## src/rtl/cpu_pkg.sv

```systemverilog
// Shared definitions for the MIPS front end: vectors, NOP encoding,
// next-PC select encoding and the mode-preserving sequential PC helper.
package cpu_pkg;

    localparam logic [31:0] RESET_VEC_DEF = 32'h8000_0000;
    localparam logic [31:0] IRQ_VEC_DEF   = 32'h8000_0004;
    localparam logic [31:0] EXC_VEC_DEF   = 32'h8000_0008;
    localparam logic [31:0] NOP_INSTR     = 32'h0000_0000;

    typedef enum logic [2:0] {
        NPC_SEQ  = 3'd0,
        NPC_BR   = 3'd1,
        NPC_J    = 3'd2,
        NPC_JR   = 3'd3,
        NPC_IRQ  = 3'd4,
        NPC_EXC  = 3'd5,
        NPC_HOLD = 3'd6
    } npc_sel_e;

    // PC+4 inside the current mode: bit 31 is kept, the low 31 bits wrap.
    function automatic logic [31:0] seq_pc(input logic [31:0] pc);
        return {pc[31], pc[30:0] + 31'd4};
    endfunction

endpackage

```

## src/rtl/pc_next_sel.sv

```systemverilog
// Next-PC priority encoder and target mux. Reset is handled by the owner of
// the PC register; everything below reset is resolved here:
// exc > irq_take > jr > jump > br_taken > stall > sequential.
import cpu_pkg::*;

module pc_next_sel #(
    parameter logic [31:0] IRQ_VEC = IRQ_VEC_DEF,
    parameter logic [31:0] EXC_VEC = EXC_VEC_DEF
) (
    input  logic [31:0] pc_i,
    input  logic        stall_i,
    input  logic        br_taken_i,
    input  logic [31:0] br_target_i,
    input  logic        jump_i,
    input  logic [25:0] jump_idx_i,
    input  logic        jr_i,
    input  logic [31:0] jr_target_i,
    input  logic        irq_i,
    input  logic        exc_i,
    output logic [31:0] npc_o,
    output npc_sel_e    sel_o,
    output logic        irq_take_o
);

    // The branch target's mode bit is replaced by the current PC mode.
    logic unused_br_msb;
    assign unused_br_msb = br_target_i[31];

    // Interrupts are masked in kernel mode and deferred behind any
    // redirect or stall so the squashed slot is always a clean refetch.
    assign irq_take_o = irq_i & ~pc_i[31] & ~stall_i & ~exc_i & ~jr_i
                        & ~jump_i & ~br_taken_i;

    // Priority select and target computation.
    always_comb begin
        sel_o = NPC_SEQ;
        npc_o = seq_pc(pc_i);
        if (exc_i) begin
            sel_o = NPC_EXC;
            npc_o = EXC_VEC;
        end else if (irq_take_o) begin
            sel_o = NPC_IRQ;
            npc_o = IRQ_VEC;
        end else if (jr_i) begin
            sel_o = NPC_JR;
            npc_o = jr_target_i;
        end else if (jump_i) begin
            sel_o = NPC_J;
            npc_o = {pc_i[31:28], jump_idx_i, 2'b00};
        end else if (br_taken_i) begin
            sel_o = NPC_BR;
            npc_o = {pc_i[31], br_target_i[30:0]};
        end else if (stall_i) begin
            sel_o = NPC_HOLD;
            npc_o = pc_i;
        end
    end

endmodule

```

## src/rtl/instr_fetch.sv

```systemverilog
// IF stage: owns the PC, drives the ROM address, registers the fetched word
// into the IF/ID latch and captures EPC on interrupt entry.
// Optional FETCH_PERF_CNT_EN adds fetch/stall event counters.
import cpu_pkg::*;

module instr_fetch #(
    parameter logic [31:0] RESET_VEC = RESET_VEC_DEF,
    parameter logic [31:0] IRQ_VEC   = IRQ_VEC_DEF,
    parameter logic [31:0] EXC_VEC   = EXC_VEC_DEF
) (
    input  logic        clk,
    input  logic        reset,
    input  logic        stall,
    input  logic        flush,
    input  logic        br_taken,
    input  logic [31:0] br_target,
    input  logic        jump,
    input  logic [25:0] jump_idx,
    input  logic        jr,
    input  logic [31:0] jr_target,
    input  logic        irq,
    input  logic        exc,
    output logic [31:0] rom_addr,
    input  logic [31:0] rom_data,
    output logic [31:0] ifid_instr,
    output logic [31:0] ifid_pc4,
    output logic        ifid_valid,
    output logic [31:0] epc,
`ifdef FETCH_PERF_CNT_EN
    output logic [31:0] perf_fetch,
    output logic [31:0] perf_stall,
`endif
    output logic        irq_ack
);

    logic [31:0] pc_q, pc_d;
    logic [31:0] ifid_instr_q, ifid_instr_d;
    logic [31:0] ifid_pc4_q, ifid_pc4_d;
    logic        ifid_valid_q, ifid_valid_d;
    logic [31:0] epc_q, epc_d;
    logic        irq_ack_q;
    npc_sel_e    sel;
    logic        irq_take;
    logic        redirect;

    pc_next_sel #(
        .IRQ_VEC (IRQ_VEC),
        .EXC_VEC (EXC_VEC)
    ) u_sel (
        .pc_i        (pc_q),
        .stall_i     (stall),
        .br_taken_i  (br_taken),
        .br_target_i (br_target),
        .jump_i      (jump),
        .jump_idx_i  (jump_idx),
        .jr_i        (jr),
        .jr_target_i (jr_target),
        .irq_i       (irq),
        .exc_i       (exc),
        .npc_o       (pc_d),
        .sel_o       (sel),
        .irq_take_o  (irq_take)
    );

    assign redirect = (sel == NPC_EXC) || (sel == NPC_IRQ) || (sel == NPC_JR)
                   || (sel == NPC_J)   || (sel == NPC_BR);

    // IF/ID and EPC next state: redirects and flush squash the slot,
    // a bare stall holds it, otherwise the ROM word is latched.
    always_comb begin
        ifid_instr_d = rom_data;
        ifid_pc4_d   = seq_pc(pc_q);
        ifid_valid_d = 1'b1;
        epc_d        = epc_q;
        if (redirect || flush) begin
            ifid_instr_d = NOP_INSTR;
            ifid_pc4_d   = 32'h0;
            ifid_valid_d = 1'b0;
        end else if (sel == NPC_HOLD) begin
            ifid_instr_d = ifid_instr_q;
            ifid_pc4_d   = ifid_pc4_q;
            ifid_valid_d = ifid_valid_q;
        end
        if (sel == NPC_IRQ) begin
            epc_d = pc_q;
        end
    end

    // Pipeline state registers with synchronous reset.
    always_ff @(posedge clk) begin
        if (reset) begin
            pc_q         <= RESET_VEC;
            ifid_instr_q <= NOP_INSTR;
            ifid_pc4_q   <= 32'h0;
            ifid_valid_q <= 1'b0;
            epc_q        <= 32'h0;
            irq_ack_q    <= 1'b0;
        end else begin
            pc_q         <= pc_d;
            ifid_instr_q <= ifid_instr_d;
            ifid_pc4_q   <= ifid_pc4_d;
            ifid_valid_q <= ifid_valid_d;
            epc_q        <= epc_d;
            irq_ack_q    <= irq_take;
        end
    end

`ifdef FETCH_PERF_CNT_EN
    logic [31:0] perf_fetch_q, perf_stall_q;

    // Event counters: valid loads and stall-only cycles, wrapping.
    always_ff @(posedge clk) begin
        if (reset) begin
            perf_fetch_q <= 32'h0;
            perf_stall_q <= 32'h0;
        end else begin
            if (ifid_valid_d && (sel != NPC_HOLD))
                perf_fetch_q <= perf_fetch_q + 32'd1;
            if (sel == NPC_HOLD)
                perf_stall_q <= perf_stall_q + 32'd1;
        end
    end

    assign perf_fetch = perf_fetch_q;
    assign perf_stall = perf_stall_q;
`endif

    assign rom_addr   = pc_q;
    assign ifid_instr = ifid_instr_q;
    assign ifid_pc4   = ifid_pc4_q;
    assign ifid_valid = ifid_valid_q;
    assign epc        = epc_q;
    assign irq_ack    = irq_ack_q;

endmodule

```

## config.mk

```make
export PLATFORM = sky130hd
export DESIGN_NAME = instr_fetch
export DESIGN_NICKNAME = d
export VERILOG_FILES = /design/src/rtl/cpu_pkg.sv /design/src/rtl/pc_next_sel.sv /design/src/rtl/instr_fetch.sv
export SDC_FILE = /design/constraint.sdc
export NUM_CORES = 1
export LEC_CHECK = 0
export BUFFER_PORTS_ARGS = -buffer_cell sky130_fd_sc_hd__buf_2
export CORE_ASPECT_RATIO = 0.6
export CORE_MARGIN = 4
export CORE_UTILIZATION = 40
export CTS_CLUSTER_DIAMETER = 200
export DETAILED_ROUTE_END_ITERATION = 8
export HOLD_SLACK_MARGIN = 0.1
export PLACE_DENSITY = 0.68
export SYNTH_ARGS = -nofsm -noshare
export SYNTH_HDL_FRONTEND = slang
export SYNTH_HIERARCHICAL = 1
export SYNTH_SLANG_ARGS = --single-unit
export TNS_END_PERCENT = 1
```

## constraint.sdc

```tcl
create_clock -name clk -period 4.05 [get_ports clk]
set_input_delay 0.81 -clock clk [delete_from_list [all_inputs] [get_ports clk]]
set_output_delay 0.81 -clock clk [all_outputs]
set_load 0.05 [all_outputs]
```

==> flow_metrics.env, run 1 <==
export IMPL_outcome="finished, final reports clean"
export IMPL_crit_arrival_ns=3.36
export IMPL_synth_seq_area_share=0.401
export IMPL_fin_setup_tns_ns=0
export IMPL_power_density_nw_per_um2=393
export IMPL_tritoncts="yes"
export IMPL_dr_pass1_iters=5
export IMPL_syn_inst=829
export IMPL_fin_crit_sh=0.747
export IMPL_core_area_um2=15600
export IMPL_antenna_found_initial=3
export IMPL_grt_pass1_wl_mm=35.3
export IMPL_ir_worst_vdd_mv=0.198
export IMPL_start_util=0.415
export IMPL_hold_ws_ns=0.447
export IMPL_cp_endpoint="ifid_pc4[16]$_SDFFE_PP0P_"
export IMPL_htree_levels=4
export IMPL_yosys_most_used_dff="dfxtp_1"
export IMPL_tightest_slew_ns=0.951
export IMPL_ios=261
export IMPL_critical_path_depth=9
export IMPL_drive_gt1_frac=0.310
export IMPL_slew_violations=0
export IMPL_wirelength_mm=23.4
export IMPL_dp_cells=1248
export IMPL_slew_headroom=0.366
export IMPL_die_w_um=172
export IMPL_crit_slowest_cell="a211oi_4"
export IMPL_antenna_left=0
export IMPL_cts_root_buf="clkbuf_16"
export IMPL_place_area_um2=7910
export IMPL_finalCriticalPeriod_ns=3.02
export IMPL_crit_type="primary input to flip-flop"
export IMPL_hp_class="flip-flop to flip-flop"
export IMPL_dpl_hpwl_mm=17.1
export IMPL_clk_pin_slew_ns=0.06
export IMPL_drc=0
export IMPL_clk_path_buf_depth=2
export IMPL_port_buffers=259
export IMPL_required_ns=4.38
export IMPL_async_reset_ff_frac=0
export IMPL_track_usage=0.245
export IMPL_std_cell_rows=35
export IMPL_critPathMaxFanout=21
export IMPL_layout_cells_non_filler=1279
export IMPL_rr_endpoint="ifid_pc4[16]$_SDFFE_PP0P_"
export IMPL_syn_area_per_cell_um2=7.83
export IMPL_final_area_um2=8500
export IMPL_power_leakage_nw=3.72
export IMPL_synth_edf_count=0
export IMPL_fmax_mhz=331
export IMPL_path_common_cell="nand2_1"
export IMPL_finalPower_mw=3.34
export IMPL_max_cap_violations=0
export IMPL_vias=6894
export IMPL_gp_congestion=0.862
export IMPL_max_stage_delay_ns=0.71
export IMPL_critPathBufInv=1
export IMPL_r2r_setup_slack_ns=1.27
export IMPL_ys_warn_count=6
export IMPL_clock_latency_ns=0.41
export IMPL_fin_nets=1197
export IMPL_ys_ff_latch=130
export IMPL_wl_per_cell_um=18.3
export IMPL_ctsHoldBuffers=0
export IMPL_reg2regPathDepth=8
export IMPL_drt_iter0_drc=668
export IMPL_overflow=0
export IMPL_synth_fp_nets=962
export IMPL_die_area_um2=18400
export IMPL_hold_violations=0
export IMPL_grt_max_degree=94
export IMPL_cp_start_kind="primary input"
export IMPL_timing_rr_start="rom_addr[31]$_SDFF_PP1_"
export IMPL_yosysUniqueCellTypes=65
export IMPL_endpoint_kind="flip-flop"
export IMPL_vias_per_cell=5.39
export IMPL_postCtsSetupBuffers=0
export IMPL_cts_buffers_inserted=17
export IMPL_netlist_area_um2=6490
export IMPL_setup_violations_final=0
export IMPL_rsz0062_at_grt="false"
export IMPL_critical_path_cell_chain="buf_2 > or4b_4 > nor3_2 > nor2_1 > nand2_1 > nand2_1 > a211oi_4 > o21ai_0 > a21oi_1"
export IMPL_syn2layout_area_growth_pct=30.9
export IMPL_grt_pass1_vias=6310
export IMPL_cts_sinks=130
export IMPL_die_height_um=107
export IMPL_post_cts_resized=0
export IMPL_crit_start="br_taken"
export IMPL_skew_ns=0.0182
export IMPL_cp_top_family="simple AND/OR/NAND/NOR gates"
==> cells in the final DEF (no fill, tap or decap), drive strengths merged, types with 5 or more instances in the layout <==
master and instances:
a211oi 16, a21oi 115, a221oi 10, a311oi 5, and3 9, and4 5
buf 274, clkbuf 17, clkinv 10, dfxtp 130, inv 13, nand2 180
nand2b 7, nand3 19, nand4 16, nor2 31, nor2b 34, nor3 14
nor4 8, o21ai 50, o22ai 10, or3 6, xnor2 18, xor2 25
==> flip-flops by register name (all words and copies together), names as in the netlist <==
name	cells
epc	32
ifid_valid	1
irq_ack	1
ifid_instr	32
rom_addr	32
ifid_pc4	32
==> where the power goes <==
part           total (mW)  switching [mW]  internal (mW)
sequential           1.37          0.0604           1.31
combinational       0.429           0.281          0.148
clock                1.54           0.579          0.963
total                3.34           0.920           2.42
==> worst register-to-register path, stage by stage (launching register included) <==
cell      delay, ns
dfxtp_1        0.41
or4b_4         0.55
nor3_2         0.21
nor2_1         0.09
nand2_1        0.17
nand2_1        0.17
a211oi_4       0.71
o21ai_0        0.22
a21oi_1        0.15
==> cells by family after synthesis <==
logic type                 Yosys count  share of synthesized area
xor gates and xnor gates            43                     0.0580
buffers and inverters               71                     0.0461
AOI/OAI and AO/OA                  232                      0.215
and+or+nand+nor                    344                      0.265
adders and majority gates            2                    0.00386
muxes                                7                     0.0114
DFF                                130                      0.401
==> final cells by class <==
class                           instances  area, µm²
Antenna cell                            1       2.50
Clock buffer                           17        425
Clock inverter                         13        163
Fill cell                            1504       7140
Inverter                               13       48.8
Multi-Input combinational cell        628       3590
Sequential cell                       130       2600
Tap cell                              203        254
Timing Repair Buffer                  274       1410
==> per-layer routing <==
metal / wire, µm / up-vias / GRT usage
li1: - / 3365 / -
met1: 11200 / 3211 / 0.368
met5: 26 / - / 0
met2: 9960 / 302 / 0.357
met4: 158 / 4 / 0.0426
met3: 2060 / 12 / 0.0593
==> synth_stat cells, drive strengths merged (4+ instances only) <==
master | count | area, µm²
o21a | 4 | 30.0
clkbuf | 43 | 161
o22ai | 10 | 62.6
a21oi | 115 | 583
nor2b | 34 | 213
nand3 | 19 | 110
nor3 | 14 | 80.1
a311oi | 5 | 43.8
buf | 15 | 88.8
nand4 | 16 | 121
mux2i | 4 | 40.0
a221oi | 10 | 87.6
inv | 12 | 45.0
and3 | 9 | 56.3
and4 | 5 | 43.8
xor2 | 25 | 219
nand2 | 180 | 676
a211oi | 16 | 148
nor2 | 31 | 116
o21ai | 50 | 250
nand2b | 7 | 51.3
nor4 | 8 | 86.3
or3 | 6 | 47.5
dfxtp | 130 | 2600
xnor2 | 18 | 158
==> how the worst min path moves through the flow <==
stage	startpoint	end	slack [ns]	depth (start not counted)
after global placement	ifid_instr[19]$_SDFFE_PP0P_	ifid_instr[19]$_SDFFE_PP0P_	0.44	2
final	ifid_instr[14]$_SDFFE_PP0P_	ifid_instr[14]$_SDFFE_PP0P_	0.45	2
after CTS	ifid_instr[7]$_SDFFE_PP0P_	ifid_instr[7]$_SDFFE_PP0P_	0.45	2
after global routing	ifid_instr[31]$_SDFFE_PP0P_	ifid_instr[31]$_SDFFE_PP0P_	0.46	2
after detailed placement	ifid_instr[7]$_SDFFE_PP0P_	ifid_instr[7]$_SDFFE_PP0P_	0.44	2
after floorplan	ifid_instr[0]$_SDFFE_PP0P_	ifid_instr[0]$_SDFFE_PP0P_	0.67	2
==> through the flow <==
stage,utilization,setup WS [ns]
after global placement,0.506,0.634
after global routing,0.544,0.829
final,0.544,1.03
after floorplan,-,0.972
after CTS,0.543,1.00
after detailed placement,0.506,0.575
(Power assumes the default switching activity.)
==> run 2, diff against run 1 <==
--- a/config.mk
+++ b/config.mk
@@ -12,7 +12,7 @@
 export CTS_CLUSTER_DIAMETER = 200
 export DETAILED_ROUTE_END_ITERATION = 8
 export HOLD_SLACK_MARGIN = 0.1
-export PLACE_DENSITY = 0.68
+export PLACE_DENSITY = 0.71
 export SYNTH_ARGS = -nofsm -noshare
 export SYNTH_HDL_FRONTEND = slang
 export SYNTH_HIERARCHICAL = 1
==> constraint.sdc (replaced) <==
create_clock -name clk -period 2.5 [get_ports clk]
set_input_delay 0.5 -clock clk [delete_from_list [all_inputs] [get_ports clk]]
set_output_delay 0.5 -clock clk [all_outputs]
set_load 0.05 [all_outputs]
==> flow_metrics.env, run 2 (same netlist as run 1, synthesis figures left out) <==
export IMPL_outcome="finished, final reports clean"
export IMPL_overflow=0
export IMPL_power_density_nw_per_um2=607
export IMPL_seqCellArea_um2=2600
export IMPL_gp_congestion=0.877
export IMPL_clk_path_buf_depth=2
export IMPL_htree_levels=4
export IMPL_postCtsSetupBuffers=0
export IMPL_cp_start_kind="flip-flop"
export IMPL_skew_ns=0.0128
export IMPL_drive_gt1_frac=0.339
export IMPL_slew_headroom=0.660
export IMPL_clock_latency_ns=0.41
export IMPL_fin_crit_sh=0.869
export IMPL_ios=261
export IMPL_syn2layout_area_growth_pct=36.9
export IMPL_drt_iter0_drc=705
export IMPL_wl_per_cell_um=18.4
export IMPL_die_area_um2=18400
export IMPL_multi_input_area_um2=3620
export IMPL_core_area_um2=15600
export IMPL_max_cap_violations=0
export IMPL_antenna_left=0
export IMPL_start_util=0.415
export IMPL_fill_cells=1490
export IMPL_antenna_found_initial=0
export IMPL_tightest_slew_ns=0.507
export IMPL_crit_arrival_ns=2.45
export IMPL_dpl_hpwl_mm=18.3
export IMPL_post_cts_resized=0
export IMPL_crit_type="flip-flop to flip-flop"
export IMPL_cts_sinks=130
export IMPL_grt_max_degree=94
export IMPL_die_w_um=172
export IMPL_track_usage=0.254
export IMPL_final_common_cell="buf_2"
export IMPL_hp_class="primary input to flip-flop"
export IMPL_rsz0062_at_grt="false"
export IMPL_final_area_um2=8880
export IMPL_std_cell_rows=35
export IMPL_vias=7138
export IMPL_wirelength_mm=24.3
export IMPL_power_leakage_nw=3.94
export IMPL_clk_pin_slew_ns=0.07
export IMPL_fmax_mhz=460
export IMPL_drc=0
export IMPL_fin_setup_tns_ns=0
export IMPL_cts_buffers_inserted=17
export IMPL_finalCriticalPeriod_ns=2.17
export IMPL_tritoncts="yes"
export IMPL_ir_worst_vdd_mv=0.396
export IMPL_r2r_setup_slack_ns=0.33
export IMPL_cts_root_buf="clkbuf_16"
export IMPL_port_buffers=259
export IMPL_grt_pass1_wl_mm=36.6
export IMPL_critPathMaxFanout=32
export IMPL_hold_violations=0
export IMPL_endpoint_kind="flip-flop"
export IMPL_setup_violations_final=0
export IMPL_required_ns=2.77
export IMPL_vias_per_cell=5.40
export IMPL_place_area_um2=8310
export IMPL_slew_violations=0
export IMPL_layout_common_cells="259 x buf_2, 178 x nand2_1, 130 x dfxtp_1, 113 x a21oi_1, 52 x buf_4"
export IMPL_fin_nets=1239
export IMPL_die_height_um=107
export IMPL_grt_pass1_vias=6512
export IMPL_dr_pass1_iters=6
export IMPL_ctsHoldBuffers=0
run 2: cell types whose count changed in the layout (fill, tap and decap cells not counted), moves of 3 or more:
cell	previous run	this run
buf_12	0	5
buf_4	15	52
clkinv_4	5	2
clkinvlp_4	0	3
inv_6	1	4
run 2: worst paths after layout:
check,depth (start not counted),from,to
worst max-delay path,7,rom_addr[31]$_SDFF_PP1_,epc[13]$_SDFFE_PP0P_
worst max register to register,7,rom_addr[31]$_SDFF_PP1_,epc[13]$_SDFFE_PP0P_
worst min register to register,2,ifid_instr[3]$_SDFFE_PP0P_,ifid_instr[3]$_SDFFE_PP0P_
worst min-delay path,3,rom_data[11],ifid_instr[11]$_SDFFE_PP0P_
run 2: metal layers:
layer	GRT usage	share of wire	vias to the layer above
li1	-	-	3451
met1	0.380	0.47	3291
met2	0.368	0.42	373
met3	0.0637	0.10	23
met4	0.0527	0.010	0
met5	0	0	-
run 2: power by group:
group	internal, mW	leakage, nW	total [mW]	switching (mW)
clock network	1.41	0.273	2.41	1.00
registers	2.12	1.05	2.16	0.0411
logic	0.285	2.62	0.819	0.533
total	3.82	3.94	5.39	1.58
run 2: final cells by class:
| type | count | area share |
|---|---|---|
| diodes | 1 | 0.000282 |
| clock buffers | 19 | 0.0499 |
| clock inverters | 13 | 0.0142 |
| inverters | 13 | 0.00549 |
| multi-input cells | 628 | 0.408 |
| flip-flops and latches | 130 | 0.293 |
| well taps | 203 | 0.0286 |
| repair buffers | 316 | 0.201 |
run 2: metrics by stage:
| stage | setup slack, ns | cells | util | total power, mW | hold WS (ns) |
|---|---|---|---|---|---|
| 2_1_floorplan | -0.0912 | 829 | - | 2.69 | 0.640 |
| 3_3_place_gp | -0.0248 | 1290 | 0.532 | 3.01 | 0.434 |
| 3_5_place_dp | -0.0630 | 1290 | 0.532 | 3.01 | 0.440 |
| 4_1_cts | 0.331 | 1322 | 0.568 | 5.42 | 0.318 |
| 5_1_grt | 0.123 | 1322 | 0.568 | 5.58 | 0.328 |
| 6_report | 0.327 | 1323 | 0.568 | 5.39 | 0.330 |
run 2: critical path, stage by stage, from the launching register on:
cell and delay, ns:
dfxtp_1 0.32, or4b_4 0.50, nor3_4 0.22, nor2_2 0.08, nand2_4 0.09, or3b_4 0.59
nand2_1 0.14, a21oi_1 0.07
==> run 3, diff against run 2 <==
--- a/config.mk
+++ b/config.mk
@@ -8,11 +8,12 @@
 export BUFFER_PORTS_ARGS = -buffer_cell sky130_fd_sc_hd__buf_2
 export CORE_ASPECT_RATIO = 0.6
 export CORE_MARGIN = 4
-export CORE_UTILIZATION = 40
+export CORE_UTILIZATION = 45
+export CTS_BUF_LIST = sky130_fd_sc_hd__clkbuf_8
 export CTS_CLUSTER_DIAMETER = 200
 export DETAILED_ROUTE_END_ITERATION = 8
 export HOLD_SLACK_MARGIN = 0.1
-export PLACE_DENSITY = 0.71
+export PLACE_DENSITY = 0.78
 export SYNTH_ARGS = -nofsm -noshare
 export SYNTH_HDL_FRONTEND = slang
 export SYNTH_HIERARCHICAL = 1
==> flow_metrics.env, run 3 (same netlist as run 1, synthesis figures left out) <==
export IMPL_antenna_found_initial=3
export IMPL_vias=7085
export IMPL_final_common_cell="buf_2"
export IMPL_path_common_cell="buf_4"
export IMPL_htree_levels=4
export IMPL_core_area_um2=13900
export IMPL_syn2layout_area_growth_pct=34.6
export IMPL_fmax_mhz=448
export IMPL_clk_pin_slew_ns=0.08
export IMPL_max_stage_delay_ns=0.50
export IMPL_fin_ws_ns=0.266
export IMPL_clkPwrFrac=0.416
export IMPL_die_w_um=163
export IMPL_finalCriticalPeriod_ns=2.23
export IMPL_timing_rr_start="rom_addr[31]$_SDFF_PP1_"
export IMPL_crit_arrival_ns=2.60
export IMPL_layout_common_cells="259 x buf_2, 178 x nand2_1, 130 x dfxtp_1, 113 x a21oi_1, 53 x buf_4"
export IMPL_cp_top_family="simple AND/OR/NAND/NOR gates"
export IMPL_crit_slowest_cell="or4b_4"
export IMPL_fin_setup_tns_ns=0
export IMPL_drive_gt1_frac=0.338
export IMPL_fin_crit_sh=0.894
export IMPL_slew_violations=0
export IMPL_power_leakage_nw=3.89
export IMPL_p_comb_frac=0.159
export IMPL_dr_pass1_iters=5
export IMPL_critical_path_cell_chain="or4b_4 > nor3_4 > nor2_2 > nand2_4 > nand2_2 > buf_4 > a211oi_4 > buf_4 > o21ai_0 > a21oi_1"
export IMPL_ir_worst_vdd_mv=0.387
export IMPL_hp_start="rom_data[5]"
export IMPL_hp_class="primary input to flip-flop"
export IMPL_drt_iter0_drc=669
export IMPL_switchingPower_mw=1.47
export IMPL_final_util=0.630
export IMPL_critPathBufInv=2
export IMPL_post_cts_resized=0
export IMPL_std_cell_rows=33
export IMPL_dp_cells=1278
export IMPL_track_usage=0.273
export IMPL_setup_violations_final=0
export IMPL_rsz0062_at_grt="false"
export IMPL_grt_pass1_wl_mm=35.3
export IMPL_die_height_um=101
export IMPL_wl_per_cell_um=17.8
export IMPL_start_util=0.468
export IMPL_postCtsSetupBuffers=0
export IMPL_clock_latency_ns=0.44
export IMPL_vias_per_cell=5.40
export IMPL_hold_violations=0
export IMPL_gp_congestion=0.884
export IMPL_outcome="finished, final reports clean"
export IMPL_cts_buffers_inserted=17
export IMPL_max_cap_violations=0
export IMPL_overflow=0
export IMPL_port_buffers=259
export IMPL_ctsHoldBuffers=0
export IMPL_grt_max_degree=56
export IMPL_cp_start_kind="flip-flop"
export IMPL_post_place_ws_ns=-0.113
export IMPL_tritoncts="yes"
export IMPL_layout_cells_non_filler=1311
export IMPL_cts_sinks=130
export IMPL_slew_headroom=0.487
export IMPL_cts_root_buf="clkbuf_8"
export IMPL_die_area_um2=16500
export IMPL_crit_type="flip-flop to flip-flop"
export IMPL_clk_path_buf_depth=2
export IMPL_skew_ns=0.0181
export IMPL_antenna_left=0
export IMPL_wirelength_mm=23.4
export IMPL_swShare=0.290
export IMPL_required_ns=2.87
export IMPL_grt_pass1_vias=6513
export IMPL_p_int_mw=3.60
export IMPL_hold_ws_ns=0.303
export IMPL_power_density_nw_per_um2=581
export IMPL_dpl_hpwl_mm=17.6
export IMPL_ios=261
export IMPL_drc=0
export IMPL_crit_start="rom_addr[31]$_SDFF_PP1_"
export IMPL_endpoint_kind="flip-flop"
export IMPL_fin_nets=1238
export IMPL_critPathMaxFanout=9
export IMPL_tightest_slew_ns=0.769
export IMPL_pwr_share_seq=0.425
[run 3: cell count changes in the layout (fill, tap and decap cells not counted), sizes merged]
cell | before | now
bufinv | 1 | 5
clkbuf | 19 | 17
clkinvlp | 3 | 1
buf | 316 | 315
clkinv | 5 | 6
inv | 17 | 16
[run 3: tightest hold or removal path: stages]
cell and delay, ns:
buf_2 0.09, nand2_1 0.04, a21oi_1 0.05
[run 3: path summary, 6_finish.rpt]
kind | endpoint | slack [ns] | cells after the start
max | ifid_pc4[11]$_SDFFE_PP0P_ | 0.27 | 10
min | ifid_instr[5]$_SDFFE_PP0P_ | 0.30 | 3
max reg2reg | ifid_pc4[11]$_SDFFE_PP0P_ | 0.27 | 10
min reg2reg | ifid_instr[10]$_SDFFE_PP0P_ | 0.45 | 2
[run 3: metrics by stage]
stage               instance area, µm²  total power [mW]
finish                            8730              5.07
detailed placement                8270              3.00
floorplan                         6580              2.69
CTS                               8730              5.10
global placement                  8270              2.99
global route                      8730              5.26
[run 3: power groups by stage]
stage	Clock [mW]	Combinational [mW]	Sequential [mW]
final	2.11	0.808	2.16
after CTS	2.14	0.798	2.16
after detailed placement	0	0.795	2.20
after floorplan	0	0.291	2.39
after global routing	2.24	0.860	2.16
after global placement	0	0.788	2.20
[run 3: final cells by class]
type,instances,area [µm²]
clock inverters,15,231
diodes,1,2.50
clock buffers,17,234
multi-input cells,628,3620
flip-flops and latches,130,2600
inverters,13,48.8
repair buffers,315,1750
fillers,1259,5140
well taps,192,240
[run 3: routing by layer]
metal	vias up	global-route usage	wire [µm]
met4	4	0.0631	241
li1	3446	-	-
met3	23	0.0781	2520
met5	-	0	26
met2	373	0.405	9920
met1	3239	0.394	10700
